==> config.mk <==
export PLATFORM = sky130hd
export DESIGN_NAME = sid_filter_sched
export DESIGN_NICKNAME = d
export VERILOG_FILES = /design/src/rtl/sid_filter_sched.sv
export SDC_FILE = /design/constraint.sdc
export NUM_CORES = 1
export LEC_CHECK = 0
export BUFFER_PORTS_ARGS = -buffer_cell sky130_fd_sc_hd__buf_2
export CORE_MARGIN = 2
export CORE_UTILIZATION = 59
export CTS_CLUSTER_SIZE = 40
export DETAILED_ROUTE_END_ITERATION = 8
export PLACE_DENSITY = 0.91
export SYNTH_ARGS = -nofsm -noshare
export SYNTH_HDL_FRONTEND = slang
export SYNTH_SLANG_ARGS = --single-unit
==> constraint.sdc <==
create_clock -name clk -period 7.2 [get_ports clk]
set_input_delay 0 -clock clk [delete_from_list [all_inputs] [get_ports clk]]
set_output_delay 0 -clock clk [all_outputs]
set_load 0.02 [all_outputs]
==> src/rtl/sid_filter_sched.sv <==
// Sample-rate sequencer for the SID filter: issues input_valid ticks, captures the
// filter result, and double-buffers CPU register writes onto sample boundaries.
module sid_filter_sched #(
    parameter int CLK_DIV     = 32,
    parameter int FILT_CYCLES = 12
) (
    input  logic        clk,
    input  logic        rst,
    input  logic        enable,
    input  logic        wr_en,
    input  logic [1:0]  wr_addr,
    input  logic [7:0]  wr_data,
    input  logic [1:0]  rd_addr,
    output logic [7:0]  rd_data,
    output logic [7:0]  Fc_lo,
    output logic [7:0]  Fc_hi,
    output logic [7:0]  Res_Filt,
    output logic [7:0]  Mode_Vol,
    output logic        input_valid,
    input  logic [15:0] filt_sound,
    output logic [15:0] sample_out,
    output logic        sample_valid,
    output logic        overrun,
    input  logic        clr_overrun
);

    typedef enum logic [1:0] {IDLE, START, CAPTURE, BUSY} state_t;

    localparam logic [15:0] DIV_LOAD  = 16'(CLK_DIV - 1);
    localparam logic [7:0]  BUSY_LOAD = 8'(FILT_CYCLES - 2);

    state_t          state;
    logic [15:0]     div_cnt;
    logic [7:0]      busy_cnt;
    logic [3:0][7:0] shadow;
    logic [3:0][7:0] live;
    logic [3:0]      dirty;
    logic            tick;
    logic            commit;

    assign tick   = enable && (div_cnt == '0);
    assign commit = tick && (state == IDLE);

    assign rd_data  = shadow[rd_addr];
    assign Fc_lo    = live[0];
    assign Fc_hi    = live[1];
    assign Res_Filt = live[2];
    assign Mode_Vol = live[3];

    always_ff @(posedge clk or posedge rst) begin
        if (rst) begin
            div_cnt <= DIV_LOAD;
        end else if (enable) begin
            div_cnt <= (div_cnt == '0) ? DIV_LOAD : div_cnt - 16'd1;
        end
    end

    // A write landing on the commit cycle stays dirty: live takes the pre-write shadow.
    always_ff @(posedge clk or posedge rst) begin
        if (rst) begin
            shadow <= '0;
            live   <= '0;
            dirty  <= '0;
        end else begin
            for (int i = 0; i < 4; i++) begin
                if (commit && dirty[i])
                    live[i] <= shadow[i];
                if (wr_en && wr_addr == 2'(i))
                    dirty[i] <= 1'b1;
                else if (commit)
                    dirty[i] <= 1'b0;
            end
            if (wr_en)
                shadow[wr_addr] <= wr_data;
        end
    end

    // START + CAPTURE + (FILT_CYCLES-2) BUSY cycles spans the filter schedule.
    always_ff @(posedge clk or posedge rst) begin
        if (rst) begin
            state        <= IDLE;
            input_valid  <= 1'b0;
            sample_out   <= '0;
            sample_valid <= 1'b0;
            busy_cnt     <= '0;
            overrun      <= 1'b0;
        end else begin
            input_valid  <= 1'b0;
            sample_valid <= 1'b0;
            case (state)
                IDLE: begin
                    if (tick) begin
                        input_valid <= 1'b1;
                        state       <= START;
                    end
                end
                START: begin
                    state <= CAPTURE;
                end
                CAPTURE: begin
                    sample_out   <= filt_sound;
                    sample_valid <= 1'b1;
                    busy_cnt     <= BUSY_LOAD;
                    state        <= BUSY;
                end
                BUSY: begin
                    busy_cnt <= busy_cnt - 8'd1;
                    if (busy_cnt == 8'd1)
                        state <= IDLE;
                end
                default: state <= IDLE;
            endcase

            if (tick && state != IDLE)
                overrun <= 1'b1;
            else if (clr_overrun)
                overrun <= 1'b0;
        end
    end

endmodule

==> metrics.csv, run 1 <==
stage,metric,value,unit
placement,Final Wtd Congestion,0.801,
worst_hold_path,HP Class,in -> async,
pwr,Peak VDD IR,0.229,mV
clocking,CTS Root Cell,clkbuf_8,
clocking,clk sink count,113,
cells_and_area,area grow syn2layout,29.5,%
clocking,total CTS buffers,17,
setup_path,Setup CP Type,reg -> reg,
yosys,warnings from Yosys,0,
setup_path,Crit. End Element,register,
setup_path,reg2reg setup slack,4.72,ns
placement,PortBufs,91,
cells_and_area,final core utilization,0.800,
yosys,top-count cell post-synth,dfrtp_1,
setup_path,reg2reg end,Mode_Vol[1]$_DFFE_PP0P_,
yosys,ys flop type,dfrtp_1,
placement,DP Wirelength,6840,um
yosys,Synth top area share,0.560,
cells_and_area,final std cells w/o fill,581,
cells_and_area,Final nets,505,
timing,period utilization,0.344,
placement,placement-stage cell area,5390,um^2
run,total of max-cap violations,0,
timing,Max-slew headroom,0.324,
yosys,"Async S/R FF share, synth",1.00,
global_route,GRT Resource Usage Total,0.299,
timing,# setup viols final,0,
yosys,"EDFF count, synth",0,
timing,Final WS setup,4.72,ns
global_route,number of global-route vias before repair,3765,
timing,fmax,404,MHz
yosys,"Net Count, Synth",375,
yosys,Yosys cell types,44,
placement,placed cell count,522,
yosys,Syn Area/Cell,14.4,um^2
pwr,Final Total Pwr,2.00,mW
global_route,met2 GRT Util,0.526,
setup_path,worst r2r src,div_cnt[7]$_DFFE_PP0P_,
detailed_routing,WL final,12200,um
cells_and_area,Final Instance Area,6250,um^2
global_route,initial antenna violation count,0,
yosys,cell count after synthesis,336,
yosys,cells taking the most area after synthesis,"dfrtp_1 (56%), mux2_2 (20%), mux4_2 (3.7%)",
clocking,Worst-path clk slew,0.07,ns
placement,dpl ws,4.83,ns
floorplan,FP Rows,32,
setup_path,WP data required,7.60,ns
detailed_routing,Vias/cell,5.90,
detailed_routing,DRC viols,0,
setup_path,Critical Path AT,2.88,ns
cells_and_area,antenna fix cells,0,
floorplan,IO Count,92,
cells_and_area,layout cell share with drive strength beyond 1,0.491,
global_route,global-route wire length before repair,19400,um
setup_path,crit path cell chain,or4_1 -> nor4_4 -> nand4_4 -> mux2_2,
yosys,Yosys reg bits,113,
yosys,cell accounting for the most synthesized area,dfrtp_1,
global_route,met1 usage,0.344,
floorplan,core footprint,7810,um^2
clocking,Longest Clk Path Bufs,2,
timing,total negative setup slack,0,ns
timing,final hold vios,0,
timing,fin crit period,2.48,ns
setup_path,kind of start point of the critical path,register,
detailed_routing,Starting DRT DRC Count,290,
setup_path,cells on worst reg2reg path,4,
floorplan,die area,8920,um^2
pwr,P_leak,2.99,nW
timing,Final Skew,0.0144,ns
setup_path,crit path max fanout,8,
global_route,grt total ovfl,0,
detailed_routing,vias,3429,
clocking,H-tree depth,4,
detailed_routing,drt pass-1 iters,5,
floorplan,Die Height,94.4,um
timing,hold_ws,0.00597,ns
timing,actual slew at the worst max-slew pin,1.01,ns
floorplan,die width,94.4,um
yosys,register area share after synthesis,0.587,
setup_path,CP max stage delay,0.68,ns
pwr,cell area power density,320,nW/um^2
detailed_routing,Routed WL per cell,21.0,um
status,status,finished clean,
detailed_routing,DRT antenna net count,0,
yosys,Synth Cell Area,4830,um^2
timing,unrepaired setup endpoints after global routing,false,
yosys,most frequent cells after synthesis,"dfrtp_1 (108), mux2_2 (84), inv_1 (13)",
floorplan,Initial Util,0.618,
clocking,CTS tree,done,
global_route,grt peak-use layer,met2,
clocking,clk_lat worst skew,0.53,ns
global_route,largest net degree at the start of global routing,84,
setup_path,crit path max-delay cell type,or4_1,
timing,Slew Limit Fails,0,
clocking,postcts setup bufs,0,
global_route,grt met3 use,0.0918,
-- power by group --
group          internal [mW]  switching [mW]  total, mW
clock network          0.503           0.334      0.837
registers              0.741          0.0931      0.834
logic                  0.150           0.180      0.330
total                   1.39           0.607       2.00
-- flip-flops by register name, summed over array words and instances, names as in the netlist --
name / flops
Res_Filt: 8
Fc_hi: 8
sample_valid: 1
overrun: 1
busy_cnt: 8
dirty: 4
Fc_lo: 8
shadow: 32
div_cnt: 16
input_valid: 1
Mode_Vol: 8
state: 2
sample_out: 16
-- cell type report --
class / instances / area (um^2)
clock buffer: 17 / 414
clock inverter: 15 / 174
fill: 402 / 1560
inverter: 14 / 55.1
multi-input combinational: 200 / 1900
sequential: 113 / 2830
tap: 102 / 128
timing repair buffer: 120 / 741
-- critical path, delay by kind of cell, from the launching register on --
kind | cells | cell delay (ns)
mux | 1 | 0.40
flops | 1 | 0.42
simple gates | 3 | 1.53
-- worst max path at each step --
stage | slack (ns) | startpoint | depth (start not counted) | to
after global routing | 4.63 | div_cnt[7]$_DFFE_PP0P_ | 4 | Mode_Vol[1]$_DFFE_PP0P_
after detailed placement | 4.83 | div_cnt[7]$_DFFE_PP0P_ | 4 | Mode_Vol[2]$_DFFE_PP0P_
after global placement | 4.88 | div_cnt[7]$_DFFE_PP0P_ | 4 | Mode_Vol[6]$_DFFE_PP0P_
after CTS | 4.75 | div_cnt[7]$_DFFE_PP0P_ | 4 | Res_Filt[3]$_DFFE_PP0P_
final | 4.72 | div_cnt[7]$_DFFE_PP0P_ | 4 | Mode_Vol[1]$_DFFE_PP0P_
after floorplan | 4.22 | rst | 1 | Fc_hi[0]$_DFFE_PP0P_
-- placed cells by master (no fill, tap or decap), types with 2 or more instances in the layout --
cell type / n
a21oi_1: 4
buf_2: 91
buf_4: 2
bufinv_16: 2
clkbuf_16: 16
clkinv_4: 3
clkinvlp_4: 2
dfrtp_1: 108
dfstp_2: 5
dlygate4sd3_1: 27
ha_1: 6
inv_1: 12
inv_6: 7
mux2_2: 84
mux2i_1: 2
mux4_2: 8
nand2_1: 11
nand2b_1: 2
nand3_1: 3
nand3b_1: 2
nand4_4: 4
nor2_1: 11
nor2b_1: 2
nor3_1: 9
nor4_1: 5
o211ai_1: 2
o21ai_0: 9
o31ai_1: 3
or3_1: 5
xnor2_1: 8
xor2_1: 2
-- cells by family after synthesis --
kind of cell / count (synthesis) / share of synthesized area
and+or+nand+nor: 66 / 0.0915
buffers and inverters: 23 / 0.0187
xor gates and xnor gates: 10 / 0.0182
adders and majority gates: 6 / 0.0156
muxes: 94 / 0.237
DFF: 113 / 0.587
AOI/OAI and AO/OA: 24 / 0.0314
-- routing by layer --
layer | wire, um | vias up | part of all wire
met5 | 0 | - | 0
met4 | 289 | 0 | 0.024
met3 | 1060 | 25 | 0.087
met2 | 6390 | 198 | 0.53
met1 | 4440 | 1727 | 0.36
li1 | - | 1479 | -
-- repair_timing --
action                     4_1_cts  5_1_grt
hold endpoints to repair        83        0
gates resized for setup          0        0
setup endpoints to repair        0        0
hold buffers                    27        0
No activity file was read; power rests on OpenSTA's default activity.
==> run 2, diff against run 1 <==
Settings changed: ABC_AREA set to 1, CORE_UTILIZATION 59 to 50, PLACE_DENSITY 0.91 to 0.83.
Clock period 7.2 ns to 2.2 ns, I/O delays scaled along.
==> run 2 against run 1 <==
  * Area after synthesis grew 6.5%
  * Critical path type unchanged
  * First-iteration DRC count grew 38%
  * Largest cell class unchanged
  * Register-to-register slack lost 4.3 ns
==> metrics.csv, run 2 <==
stage,metric,value,unit,change
detailed_routing,WL final,12600,um,+3.7%
placement,dpl ws,0.421,ns,-4.40 ns
timing,fmax,553,MHz,+37%
yosys,Syn Area/Cell,8.68,um^2,-40%
clocking,Worst-path clk slew,0.06,ns,about the same
timing,Final Skew,0.00606,ns,-0.00838 ns
setup_path,crit path max fanout,33,,+25
yosys,Yosys cell types,32,,-27%
global_route,largest net degree at the start of global routing,52,,-38%
timing,fin crit period,1.81,ns,-0.669 ns
cells_and_area,max reg flops,32,,unchanged
setup_path,Setup CP Type,reg -> reg,,
cells_and_area,register name with the most flops,shadow,,
timing,# setup viols final,0,,unchanged
setup_path,WP data required,2.65,ns,-4.95 ns
global_route,GRT Resource Usage Total,0.244,,-0.0553
cells_and_area,layout cell share with drive strength beyond 1,0.214,,-0.277
timing,total negative setup slack,0,ns,unchanged
floorplan,Die Height,105,um,+12%
cells_and_area,footprint of the multi-input gates,2010,um^2,+5.8%
clocking,clk sink count,113,,unchanged
detailed_routing,Routed WL per cell,14.7,um,-30%
floorplan,IO Count,92,,unchanged
floorplan,die width,105,um,+12%
cells_and_area,largest registers,"shadow: 32 flops, div_cnt: 16 flops, sample_out: 16 flops",,
clocking,total CTS buffers,17,,unchanged
yosys,top-count cell post-synth,nand2_1,,
setup_path,crit path max-delay cell type,dfstp_2,,
timing,hold_ws,0.0709,ns,+0.0649 ns
timing,final hold vios,0,,unchanged
placement,PortBufs,91,,unchanged
detailed_routing,vias,4509,,+31%
global_route,met2 GRT Util,0.389,,-0.137
yosys,Yosys reg bits,113,,unchanged
pwr,P_leak,3.38,nW,+13%
placement,DP Wirelength,8530,um,+25%
pwr,Peak VDD IR,0.490,mV,+110%
cells_and_area,most frequent cells in the layout,"nand2_1 (193), dfrtp_1 (108), buf_2 (91)",,
detailed_routing,Vias/cell,5.24,,-11%
yosys,"Net Count, Synth",631,,+68%
cells_and_area,FF/Latch Area,2830,um^2,unchanged
detailed_routing,DRT antenna net count,0,,unchanged
clocking,clk_lat worst skew,0.52,ns,about the same
clocking,CTS tree,done,,
setup_path,Crit. End Element,register,,
cells_and_area,antenna fix cells,0,,unchanged
status,status,finished clean,,
setup_path,Most Frequent Cell on Critical Path,nand2_2,,
yosys,Synth Cell Area,5140,um^2,+6.5%
placement,Final Wtd Congestion,0.920,,+15%
global_route,grt peak-use layer,met2,,
cells_and_area,"most common cell after layout, fill and taps aside",nand2_1,,
timing,actual slew at the worst max-slew pin,0.629,ns,-0.385 ns
floorplan,core footprint,10100,um^2,+30%
setup_path,CP max stage delay,0.37,ns,-0.31 ns
setup_path,Critical Path AT,2.25,ns,-0.63 ns
clocking,H-tree depth,4,,unchanged
global_route,grt total ovfl,0,,unchanged
yosys,"EDFF count, synth",0,,unchanged
clocking,postcts setup bufs,0,,unchanged
timing,period utilization,0.821,,+0.477
cells_and_area,area grow syn2layout,27.1,%,
yosys,"Async S/R FF share, synth",1.00,,unchanged
yosys,cell count after synthesis,592,,+76%
clocking,CTS Root Cell,clkbuf_8,,
setup_path,kind of start point of the critical path,register,,
global_route,number of global-route vias before repair,4509,,+20%
cells_and_area,fillers,792,,+97%
setup_path,crit path cell chain,inv_1 -> ha_1 -> nand2_2 -> inv_2 -> nand2_2 -> nor2_4 -> nand2_2 -> nor2_8 -> nand4_1 -> nand2_1,,
cells_and_area,Final nets,752,,+49%
yosys,cells taking the most area after synthesis,"dfrtp_1 (53%), nand2_1 (14%), o21ai_0 (5.8%)",,
timing,Final WS setup,0.393,ns,-4.33 ns
yosys,Synth top area share,0.526,,-0.0341
yosys,ys flop type,dfrtp_1,,
global_route,global-route wire length before repair,21400,um,+10%
floorplan,FP Rows,37,,+16%
detailed_routing,DRC viols,0,,unchanged
worst_hold_path,HP Class,in -> reg,,
pwr,cell area power density,856,nW/um^2,+170%
detailed_routing,Starting DRT DRC Count,400,,+38%
global_route,grt met3 use,0.0637,,-0.0281
timing,unrepaired setup endpoints after global routing,false,,
yosys,cell accounting for the most synthesized area,dfrtp_1,,
yosys,warnings from Yosys,0,,unchanged
run,total of max-cap violations,0,,unchanged
floorplan,Initial Util,0.507,,-0.111
floorplan,die area,11100,um^2,+24%
global_route,met1 usage,0.314,,-0.0302
global_route,initial antenna violation count,0,,unchanged
clocking,Longest Clk Path Bufs,2,,unchanged
yosys,register area share after synthesis,0.551,,-0.0357
timing,Slew Limit Fails,0,,unchanged
detailed_routing,drt pass-1 iters,5,,unchanged
timing,Max-slew headroom,0.580,,+0.256
yosys,most frequent cells after synthesis,"nand2_1 (193), dfrtp_1 (108), o21ai_0 (60)",,
[run 2: changes by cell type after synthesis, moves of 5 or more]
cell	delta
nor4_1	-5
mux4_2	-8
inv_1	+31
nand4_1	+36
mux2_2	-84
o21ai_0	+51
xnor2_1	-6
nor2_1	+41
o22ai_1	+9
nand2_1	+182
or3_1	-5
nand3_1	+11
clkbuf_1	+8
[run 2: timing repair]
action,in CTS,in global routing
hold endpoints to repair,115,0
gates resized for setup,0,0
hold buffers,27,0
[run 2: through the flow]
| stage | power [mW] | cell area (um^2) | utilization | cells |
|---|---|---|---|---|
| finish | 5.59 | 6530 | 0.644 | 861 |
| global route | 5.84 | 6530 | 0.644 | 861 |
| CTS | 5.61 | 6530 | 0.644 | 861 |
| detailed placement | 3.13 | 5730 | 0.565 | 803 |
| global placement | 3.09 | 5730 | 0.565 | 803 |
| floorplan | 2.91 | 5140 | - | 592 |
[run 2: report_power, final]
| group | leakage (nW) | total (mW) | switching [mW] | internal, mW |
|---|---|---|---|---|
| clock | 0.243 | 2.44 | 0.966 | 1.48 |
| sequential | 1.37 | 2.49 | 0.199 | 2.29 |
| combinational | 1.77 | 0.658 | 0.407 | 0.251 |
| total | 3.38 | 5.59 | 1.57 | 4.02 |
[run 2: worst paths after layout]
check	from	cells after the start	slack, ns	endpoint
setup / recovery	div_cnt[0]$_DFFE_PP1P_	10	0.39	Fc_hi[7]$_DFFE_PP0P_
setup reg to reg	div_cnt[0]$_DFFE_PP1P_	10	0.39	Fc_hi[7]$_DFFE_PP0P_
min in group asynchronous	rst	3	0.12	sample_valid$_DFF_PP0_
max in group asynchronous	rst	4	1.38	div_cnt[4]$_DFFE_PP1P_
hold reg to reg	sample_out[0]$_DFFE_PP0P_	2	0.47	sample_out[0]$_DFFE_PP0P_
hold / removal	wr_en	3	0.07	dirty[2]$_DFFE_PP0P_
[run 2: layout make-up]
class | instances | share of cell area
Tap cell | 136 | 0.0260
Multi-Input combinational cell | 409 | 0.308
Timing Repair Buffer | 124 | 0.122
Clock inverter | 14 | 0.0184
Inverter | 48 | 0.0285
Clock buffer | 17 | 0.0634
Sequential cell | 113 | 0.434
[run 2: kinds of logic after synthesis]
family / synth area share
simple gates: 0.287
flops: 0.551
compound gates: 0.0813
buf+inv: 0.0570
fa+ha+maj: 0.0146
xor+xnor: 0.00682
mux: 0.00195
[run 2: worst max-delay path: cells and delay by family, from the launching register on]
kind                       cells  cell delay [ns]
and+or+nand+nor                7             1.05
DFF                            1             0.37
adders and majority gates      1             0.18
buffers and inverters          2             0.14
[run 2: layer usage]
| layer | vias to the layer above | share of wire |
|---|---|---|
| met1 | 2142 | 0.45 |
| met5 | - | 0 |
| met2 | 156 | 0.48 |
| li1 | 2189 | - |
| met4 | 0 | 0.018 |
| met3 | 22 | 0.060 |
==> run 3, diff against run 2 <==
Clock period 2.2 ns to 1.6 ns, I/O delays scaled along.
==> run 3 against run 2 <==
  * The flow now finishes with violations (setup timing)
  * Power up 46%
  * Worst setup slack worse by 0.40 ns
  * Utilization up 3.4 points
  * Design area up 5.3%
  * Routed wire length up 12%
  * Clock skew up 0.0047 ns
==> metrics.csv, run 3 (synthesized netlist as in run 2, its figures left out) <==
stage,metric,value,unit,change
detailed_routing,vias,4771,,+5.8%
cells_and_area,max reg flops,32,,unchanged
floorplan,IO Count,92,,unchanged
global_route,global-route wire length before repair,23300,um,+9.1%
placement,placement-stage cell area,5750,um^2,+0.39%
detailed_routing,drt pass-1 iters,7,,+2
setup_path,kind of start point of the critical path,register,,
timing,Final WS setup,-0.00994,ns,-0.403 ns
placement,DP Wirelength,8510,um,-0.24%
clocking,CTS Root Cell,clkbuf_8,,
run,total of max-cap violations,0,,unchanged
detailed_routing,Post-Route M1 WL,5790,um,+3.0%
global_route,number of global-route vias before repair,4755,,+5.5%
setup_path,Critical Path AT,2.08,ns,-0.17 ns
clocking,clk_lat worst skew,0.54,ns,+0.02 ns
timing,Slew Limit Fails,0,,unchanged
detailed_routing,Met3 Wirelength,1060,um,+40%
cells_and_area,most frequent cells in the layout,"nand2_1 (186), dfrtp_1 (108), buf_2 (91)",,
timing,hold_ws,0.0553,ns,-0.0156 ns
setup_path,worst setup path endpoint,Mode_Vol[7]$_DFFE_PP0P_,,
clocking,Longest Clk Path Bufs,2,,unchanged
clocking,CTS tree,done,,
timing,fin crit period,1.61,ns,-0.197 ns
floorplan,core footprint,10100,um^2,unchanged
floorplan,FP Rows,37,,unchanged
setup_path,crit path max fanout,6,,-82%
setup_path,worst r2r src,div_cnt[0]$_DFFE_PP1P_,,
timing,Final Skew,0.0108,ns,+0.00471 ns
detailed_routing,DRC viols,0,,unchanged
pwr,Peak VDD IR,0.770,mV,+57%
clocking,Worst-path clk slew,0.06,ns,about the same
cells_and_area,Final Instance Area,6880,um^2,+5.3%
floorplan,die area,11100,um^2,unchanged
status,failing checks,setup timing,,
floorplan,Die Height,105,um,unchanged
placement,Final Wtd Congestion,0.877,,-4.7%
cells_and_area,area grow syn2layout,33.9,%,
timing,Max-slew headroom,0.590,,+0.0102
placement,PortBufs,91,,unchanged
status,status,"finished, violations left",,
global_route,initial antenna violation count,0,,unchanged
timing,# setup viols final,1,,+1
timing,unrepaired setup endpoints after global routing,true,,
detailed_routing,WL met2,6870,um,+14%
pwr,P_leak,3.56,nW,+5.1%
global_route,largest net degree at the start of global routing,114,,+120%
detailed_routing,DRT antenna net count,0,,unchanged
setup_path,reg2reg end,Mode_Vol[7]$_DFFE_PP0P_,,
setup_path,crit path launch,div_cnt[0]$_DFFE_PP1P_,,
timing,fmax,621,MHz,+12%
cells_and_area,antenna fix cells,0,,unchanged
detailed_routing,Vias/cell,5.39,,+2.9%
timing,actual slew at the worst max-slew pin,0.615,ns,-0.0139 ns
clocking,total CTS buffers,17,,unchanged
detailed_routing,Routed WL per cell,15.9,um,+8.7%
setup_path,Crit. End Element,register,,
cells_and_area,Final nets,776,,+3.2%
global_route,grt total ovfl,0,,unchanged
floorplan,Initial Util,0.507,,unchanged
floorplan,die width,105,um,unchanged
clocking,H-tree depth,4,,unchanged
cells_and_area,"most common cell after layout, fill and taps aside",nand2_1,,
setup_path,cells on worst reg2reg path,11,,+1
detailed_routing,Starting DRT DRC Count,418,,+4.5%
detailed_routing,top sig layer,met4,,
timing,total negative setup slack,-0.00994,ns,-0.00994 ns
timing,final hold vios,0,,unchanged
setup_path,Setup CP Type,reg -> reg,,
cells_and_area,largest registers,"shadow: 32 flops, div_cnt: 16 flops, sample_out: 16 flops",,
worst_hold_path,HP Class,in -> reg,,
timing,period utilization,1.01,,+0.185
cells_and_area,layout cell share with drive strength beyond 1,0.259,,+0.0452
cells_and_area,register name with the most flops,shadow,,
setup_path,WP data required,2.07,ns,-0.58 ns
pwr,cell area power density,1190,nW/um^2,+39%
global_route,GRT Resource Usage Total,0.267,,+0.0237
setup_path,reg2reg setup slack,-0.01,ns,-0.40 ns
clocking,clk sink count,113,,unchanged
detailed_routing,WL final,14100,um,+12%
## run 3: worst min path at each step
stage                  start                         to  slack [ns]  cells after the start
2_1_floorplan    clr_overrun        overrun$_DFFE_PP0P_        0.11                      1
3_3_place_gp   filt_sound[8]  sample_out[8]$_DFFE_PP0P_        0.20                      3
3_5_place_dp   filt_sound[0]  sample_out[0]$_DFFE_PP0P_        0.20                      3
4_1_cts                wr_en       dirty[2]$_DFFE_PP0P_        0.03                      3
5_1_grt                wr_en       dirty[2]$_DFFE_PP0P_        0.11                      3
6_report               wr_en       dirty[2]$_DFFE_PP0P_        0.06                      3
## run 3: what timing repair did
| item | 4_1_cts | 5_1_grt |
|---|---|---|
| pin swaps | 11 | 13 |
| resized for setup | 9 | 21 |
| hold buffers | 27 | 0 |
| endpoints found under the setup margin | 43 | 49 |
| gates cloned | 3 | 1 |
| endpoints found under the hold margin | 163 | 0 |
| buffers inserted | 12 | 5 |
## run 3: critical path, stage by stage (launching register included)
cell     delay [ns]
dfstp_2        0.37
inv_2          0.07
ha_4           0.15
nand2_4        0.05
inv_4          0.08
nand2_4        0.06
nor2_4         0.14
nand2_4        0.12
nor2_4         0.19
buf_6          0.15
nand4_1        0.09
nand2_1        0.09
## run 3: final cells by class
| class | count | area [um^2] |
|---|---|---|
| Tap cell | 136 | 170 |
| Clock inverter | 8 | 104 |
| Timing Repair Buffer | 145 | 981 |
| Inverter | 48 | 189 |
| Multi-Input combinational cell | 412 | 2130 |
| Clock buffer | 23 | 477 |
| Sequential cell | 113 | 2830 |
| Fill cell | 747 | 3260 |
## run 3: layer usage
layer / global-route usage / vias up
met5: 0 / -
met4: 0.0943 / 0
met3: 0.0971 / 30
met2: 0.426 / 227
met1: 0.337 / 2276
li1: - / 2238
## run 3: metrics by stage
step | total power, mW | utilization | setup WS, ns | instances
floorplan | 4.00 | - | 0.0780 | 592
global placement | 4.25 | 0.567 | -0.0463 | 806
detailed placement | 4.29 | 0.567 | -0.142 | 806
CTS | 8.10 | 0.668 | 0.00712 | 879
global route | 8.50 | 0.679 | -0.0975 | 885
finish | 8.19 | 0.679 | -0.00994 | 885
## run 3: where the power goes
group / switching [mW] / internal (mW) / leakage, nW
registers: 0.288 / 3.15 / 1.37
clock network: 1.32 / 2.37 / 0.272
logic: 0.653 / 0.409 / 1.91
total: 2.26 / 5.93 / 3.56
